File: config.mk
export PLATFORM = sky130hd
export DESIGN_NAME = niu_sii_par_calc
export DESIGN_NICKNAME = d
export VERILOG_FILES = /design/src/rtl/niu_sii_par_calc.sv
export SDC_FILE = /design/constraint.sdc
export NUM_CORES = 1
export LEC_CHECK = 0
export CAP_MARGIN = 10
export CORE_ASPECT_RATIO = 1.2
export CORE_MARGIN = 2
export CORE_UTILIZATION = 24
export DETAILED_ROUTE_END_ITERATION = 16
export PLACE_DENSITY = 0.9
export SETUP_SLACK_MARGIN = 0.3
export SLEW_MARGIN = 25
export SYNTH_ARGS = -nofsm -noshare
export SYNTH_HDL_FRONTEND = slang
export SYNTH_SLANG_ARGS = --single-unit
File: constraint.sdc
create_clock -name vclk -period 1.1
set_input_delay 0.275 -clock vclk [all_inputs]
set_output_delay 0.275 -clock vclk [all_outputs]
set_load 0.01 [all_outputs]
File: src/rtl/niu_sii_par_calc.sv
// Expected parity for the NIU->SII bus: one XOR bit per 16-bit data slice.
// Purely combinational (zero latency); no flow control.
module niu_sii_par_calc #(
  parameter int DATA_W = 128
) (
  input  logic [DATA_W-1:0]    data_i,
  output logic [DATA_W/16-1:0] par_o
);

  for (genvar g = 0; g < DATA_W/16; g++) begin : g_slice
    assign par_o[g] = ^data_i[16*g +: 16];
  end

endmodule

# After elaboration in Yosys (flattened, before gate mapping)

Index checks and enable logic that the tools add are counted.

Output and inout port bits: 8
Register bits: 0
Input bits: 128
Logic and storage cells: 8

Reductions and logical operators: 8

Operators with widths:

| cell              | number |
|---|---|
| $reduce_xor 16->1 | 8 |

# Logic depth before layout (Yosys ltp)

Gate-level depths: netlist of run 1.

Word-level depth: 1
Gate-level depth with buffers: 4
Mapped depth without buffers: 4

# Worst setup path after synthesis of run 1

OpenSTA, ideal clock, no wires.

Kind: input to output
From: in data_i[5]
To: out par_o[0]
Path buffers: 0
Stages: 4
Path slack: -114 ps
Arrival time: 939 ps
Data required time: 825 ps
Cell sequence: xor2_1 -> xnor2_1 -> xnor2_1 -> xnor2_1

Word-level cells in the longest chain between the ends: 1

RTL lines:

| what              | line | RTL |
|---|---|---|
| from (decl)       | 6    | `input logic [DATA_W-1:0] data_i,` |
| $reduce_xor 16->1 | 11   | `assign par_o[g] = ^data_i[16*g +: 16];` |
| to (decl)         | 7    | `output logic [DATA_W/16-1:0] par_o` |

No other way between the ends.

# Worst setup path in the final report of run 1

From: in data_i[61]
To: out par_o[3]

Same word-level chain as after synthesis.

==> flow_summary.json, run 1 <==
{
  "grt_max_degree": 2,
  "antenna_found_initial": 0,
  "synth_nets": 248,
  "grt_usage_pct": 15.1,
  "synth_area_leader_cell": "xnor2_1",
  "fin_crit_sh_pct": 136,
  "crit_path_end_kind": "primary output",
  "drc_errors": 0,
  "fin_hold_ws_ns": 1.15,
  "area_growth_pct": 184,
  "vias_per_cell": 4.10,
  "powerDensity_nw_per_um2": 743,
  "fp.coreArea_sq_um": 4230,
  "antenna_left": 0,
  "startpoint_type": "input port",
  "worst_slew_margin_rel_pct": 83.0,
  "placed_area_sq_um": 2480,
  "gp_congestion": 0.679,
  "rsz0062_at_grt": "yes",
  "p_leak_nw": 1.40,
  "finalMaxSlewViolations": 0,
  "hold_viol": 0,
  "die_area_sq_um": 4930,
  "syn-mean-instance-area_sq_um": 8.76,
  "syn_area_sq_um": 1050,
  "irDropWorstVdd_v": 0.000567,
  "drive_above_1_share_pct": 82.8,
  "ys_types": 2,
  "setup_viol": 8,
  "power_w": 0.00222,
  "worst_slack_ns": -0.392,
  "drtIter0Drc": 9,
  "worstPathArrival_ns": 1.22,
  "seq_area_sq_um": 0,
  "placedCellCount": 312,
  "critPathKind": "in2out",
  "io_buffers": 136,
  "status": "finished, violations left",
  "ys_warn_count": 0,
  "drt_first_pass_iters": 4,
  "wl_per_cell_um": 13.8,
  "cts_setup_buffers": 0,
  "dp_hpwl_um": 3030,
  "routed_wirelength_um": 4300,
  "vias": 1280,
  "initial_core_util_pct": 24.9,
  "grt_pass1_wl_um": 6050,
  "diodes": 0,
  "holdCritPathClass": "in2out",
  "worst_ep_required_time_ns": 0.82,
  "num-nets-final": 386,
  "synthCells": 120,
  "design_area_sq_um": 2990,
  "worstMarginPinSlew_ns": 0.254,
  "synth_top_area_share_pct": 93.3,
  "yosysSeqAreaShare_pct": 0,
  "die_w_um": 64.4,
  "ios": 136,
  "finalCriticalPeriod_ns": 1.49,
  "instances_no_fill": 312,
  "postCtsHoldBufs": 0,
  "synthTopCellsByArea": "xnor2_1 (93%), xor2_1 (6.7%)",
  "grt_overflow": 0,
  "failed_checks": "setup timing",
  "die_h_um": 76.5,
  "grt_pass1_vias": 1433,
  "fmax_mhz": 670,
  "crit_fanout": 1,
  "drv_cap": 0,
  "dp_slack_ns": -1.17,
  "floorplan.rows": 26,
  "seq_cell_count": 0,
  "num-clock-buffers": 0
}
-- cell families (layout without fill, tap and decap cells) --
family	count (synthesis)	in the layout	synth area share, %
XOR/XNOR	120	120	100
buffers and inverters	0	136	0
-- cell usage after synthesis, drive strengths merged --
library cell,n
xnor2,112
xor2,8
-- worst max-delay path: stages --
cell	delay, ns
buf_2	0.11
xnor2_2	0.23
xnor2_2	0.15
xnor2_1	0.16
xnor2_1	0.14
buf_2	0.15
-- final timing paths --
path | start | endpoint | depth (start not counted)
setup / recovery | data_i[61] | par_o[3] | 6
hold / removal | data_i[99] | par_o[6] | 6
-- layout by cell type (no fill, tap or decap) --
| cell | n |
|---|---|
| xnor2_2 | 63 |
| xnor2_1 | 41 |
| buf_8 | 4 |
| buf_2 | 55 |
| xnor2_4 | 8 |
| clkbuf_2 | 1 |
| xor2_2 | 4 |
| xor2_4 | 1 |
| buf_6 | 76 |
| xor2_1 | 3 |
-- routing by layer --
layer	part of all wire [%]	track usage, %
met5	0	0
met3	12	4.73
met1	31	14.8
met2	57	31.5
met4	0	0
-- area by class of cell --
class | count | area [sq um]
Fill cell | 287 | 1240
Multi-Input combinational cell | 120 | 1720
Tap cell | 56 | 70.1
Timing Repair Buffer | 136 | 1200
-- through the flow --
step / utilization [%] / setup TNS, ns
6_report: 70.7 / -2.80
2_1_floorplan: - / -0.909
3_5_place_dp: 58.7 / -9.01
4_1_cts: 62.2 / -2.64
5_1_grt: 70.7 / -3.30
3_3_place_gp: 58.7 / -8.94
-- timing repair --
action	CTS	global route
resized for setup	618	53
pin swaps	120	43
setup endpoints to repair	8	8
-- where the power goes --
group	internal [W]	switching, W	total [W]	leakage [nW]
combinational	0.00134	0.000882	0.00222	1.40
sequential	0	0	0	0
clock	0	0	0	0
total	0.00134	0.000882	0.00222	1.40
Power figures use the tool's default switching activity.
==> inputs of run 2 (changes only) <==
--- a/config.mk
+++ b/config.mk
@@ -5,14 +5,16 @@
 export SDC_FILE = /design/constraint.sdc
 export NUM_CORES = 1
 export LEC_CHECK = 0
+export ABC_CLOCK_PERIOD_IN_PS = 1610
 export CAP_MARGIN = 10
 export CORE_ASPECT_RATIO = 1.2
 export CORE_MARGIN = 2
-export CORE_UTILIZATION = 24
+export CORE_UTILIZATION = 27
 export DETAILED_ROUTE_END_ITERATION = 16
-export PLACE_DENSITY = 0.9
+export PLACE_DENSITY = 0.95
 export SETUP_SLACK_MARGIN = 0.3
 export SLEW_MARGIN = 25
 export SYNTH_ARGS = -nofsm -noshare
 export SYNTH_HDL_FRONTEND = slang
 export SYNTH_SLANG_ARGS = --single-unit
+export TNS_END_PERCENT = 5
==> constraint.sdc (replaced) <==
create_clock -name vclk -period 1.61
set_input_delay 0.4025 -clock vclk [all_inputs]
set_output_delay 0.4025 -clock vclk [all_outputs]
set_load 0.01 [all_outputs]
==> run 2 against run 1 <==
Effect of this change: wire length shrank 2.7%; total power fell by 36%; the run still ends with setup timing left; combinational power shrank 36%; non-clock buffer count is the same; highest routed layer unchanged; sequential share of layout area unchanged.
==> flow_summary.json, run 2 (same netlist as run 1, synthesis figures left out) <==
{
  "die_h_um": 72.3,
  "ios": 136,
  "vias": 1292,
  "antenna_left": 0,
  "fin_crit_sh_pct": 110,
  "wl_per_cell_um": 13.6,
  "p_leak_nw": 1.29,
  "finalMaxSlewViolations": 0,
  "drt_first_pass_iters": 3,
  "die_area_sq_um": 4410,
  "grt_pass1_vias": 1429,
  "routed_wirelength_um": 4180,
  "drv_cap": 0,
  "startpoint_type": "input port",
  "die_w_um": 61.0,
  "worstPathArrival_ns": 1.37,
  "cts_setup_buffers": 0,
  "seq_cell_count": 0,
  "worst_slew_margin_rel_pct": 84.0,
  "area_growth_pct": 153,
  "seq_area_sq_um": 0,
  "diodes": 0,
  "final_common_cell": "buf_2",
  "drc_errors": 0,
  "fmax_mhz": 566,
  "mostFrequentLayoutCells": "buf_2 (80), xnor2_2 (64), buf_6 (55), xnor2_1 (47), xor2_1 (6)",
  "floorplan.rows": 24,
  "grt_overflow": 0,
  "gp_congestion": 0.650,
  "slowest_stage": "xnor2_1",
  "crit_path_cell_trace": "buf_2 > xnor2_2 > xnor2_1 > xnor2_1 > xnor2_1 > buf_2",
  "setup_viol": 8,
  "io_buffers": 136,
  "worst_ep_required_time_ns": 1.21,
  "critPathKind": "in2out",
  "drive_above_1_share_pct": 79.3,
  "grt_usage_pct": 16.9,
  "fin_util_pct": 71.9,
  "failed_checks": "setup timing",
  "crit_family": "XOR/XNOR gates",
  "initial_core_util_pct": 28.5,
  "holdCritPathClass": "in2out",
  "hold_viol": 0,
  "finalCriticalPeriod_ns": 1.77,
  "crit_fanout": 1,
  "rsz0062_at_grt": "yes",
  "worstMarginPinSlew_ns": 0.239,
  "design_area_sq_um": 2660,
  "num-clock-buffers": 0,
  "irDropWorstVdd_v": 0.000249,
  "powerDensity_nw_per_um2": 531,
  "cpMostUsedCell": "xnor2_1",
  "cp_num_buf_inv": 2,
  "status": "finished, violations left",
  "dp_hpwl_um": 3230,
  "antenna_found_initial": 0,
  "worst_slack_ns": -0.158,
  "multiInputGateArea_sq_um": 1570,
  "critPathMaxStageDelay_ns": 0.23,
  "drtIter0Drc": 9,
  "placed_area_sq_um": 2480,
  "num-nets-final": 386,
  "grt_max_degree": 2,
  "fp.coreArea_sq_um": 3690,
  "grt_pass1_wl_um": 5880,
  "n_fill_cell": 276,
  "crit_path_end_kind": "primary output",
  "vias_per_cell": 4.19
}
run 2: power by group:
group	internal (W)	total (W)	switching [W]	leakage, nW
logic	0.000825	0.00141	0.000585	1.29
clock network	0	0	0	0
registers	0	0	0	0
run 2: final cells by class:
type / count / area share, %
Multi-Input combinational cell: 120 / 59.0
Tap cell: 52 / 2.45
Timing Repair Buffer: 136 / 38.6
run 2: routing by layer:
layer	vias to the layer above	track usage, %	share of wire (%)
li1	630	-	-
met1	566	16.6	30
met2	96	35.5	55
met3	0	4.46	15
met4	0	0	0
met5	-	0	0
run 2: what timing repair did:
action | in CTS | in global routing
setup endpoints to repair | 8 | 8
pin swaps | 120 | 28
hold buffers | 0 | 0
gates resized for setup | 599 | 30
gates cloned | 0 | 0
hold endpoints to repair | 0 | 0
run 2: tightest hold or removal path: stages:
cell and delay, ns:
buf_6 0.08, xnor2_2 0.11, xnor2_1 0.08, xnor2_1 0.16, xnor2_1 0.06, buf_2 0.14
run 2: path summary, 6_finish.rpt:
path        from  cells after the start       end
max    data_i[3]                      6  par_o[0]
min   data_i[21]                      6  par_o[1]
run 2: through the flow:
stage / worst slack (ns) / instances / total power (W) / TNS, ns / hold WS (ns)
2_1_floorplan: 0.141 / 120 / 0.000717 / 0 / 1.23
3_3_place_gp: -0.903 / 308 / 0.00143 / -6.83 / 2.16
3_5_place_dp: -0.952 / 308 / 0.00145 / -7.03 / 2.17
4_1_cts: -0.125 / 308 / 0.00132 / -0.738 / 1.42
5_1_grt: -0.212 / 308 / 0.00150 / -1.27 / 1.48
6_report: -0.158 / 308 / 0.00141 / -0.835 / 1.42
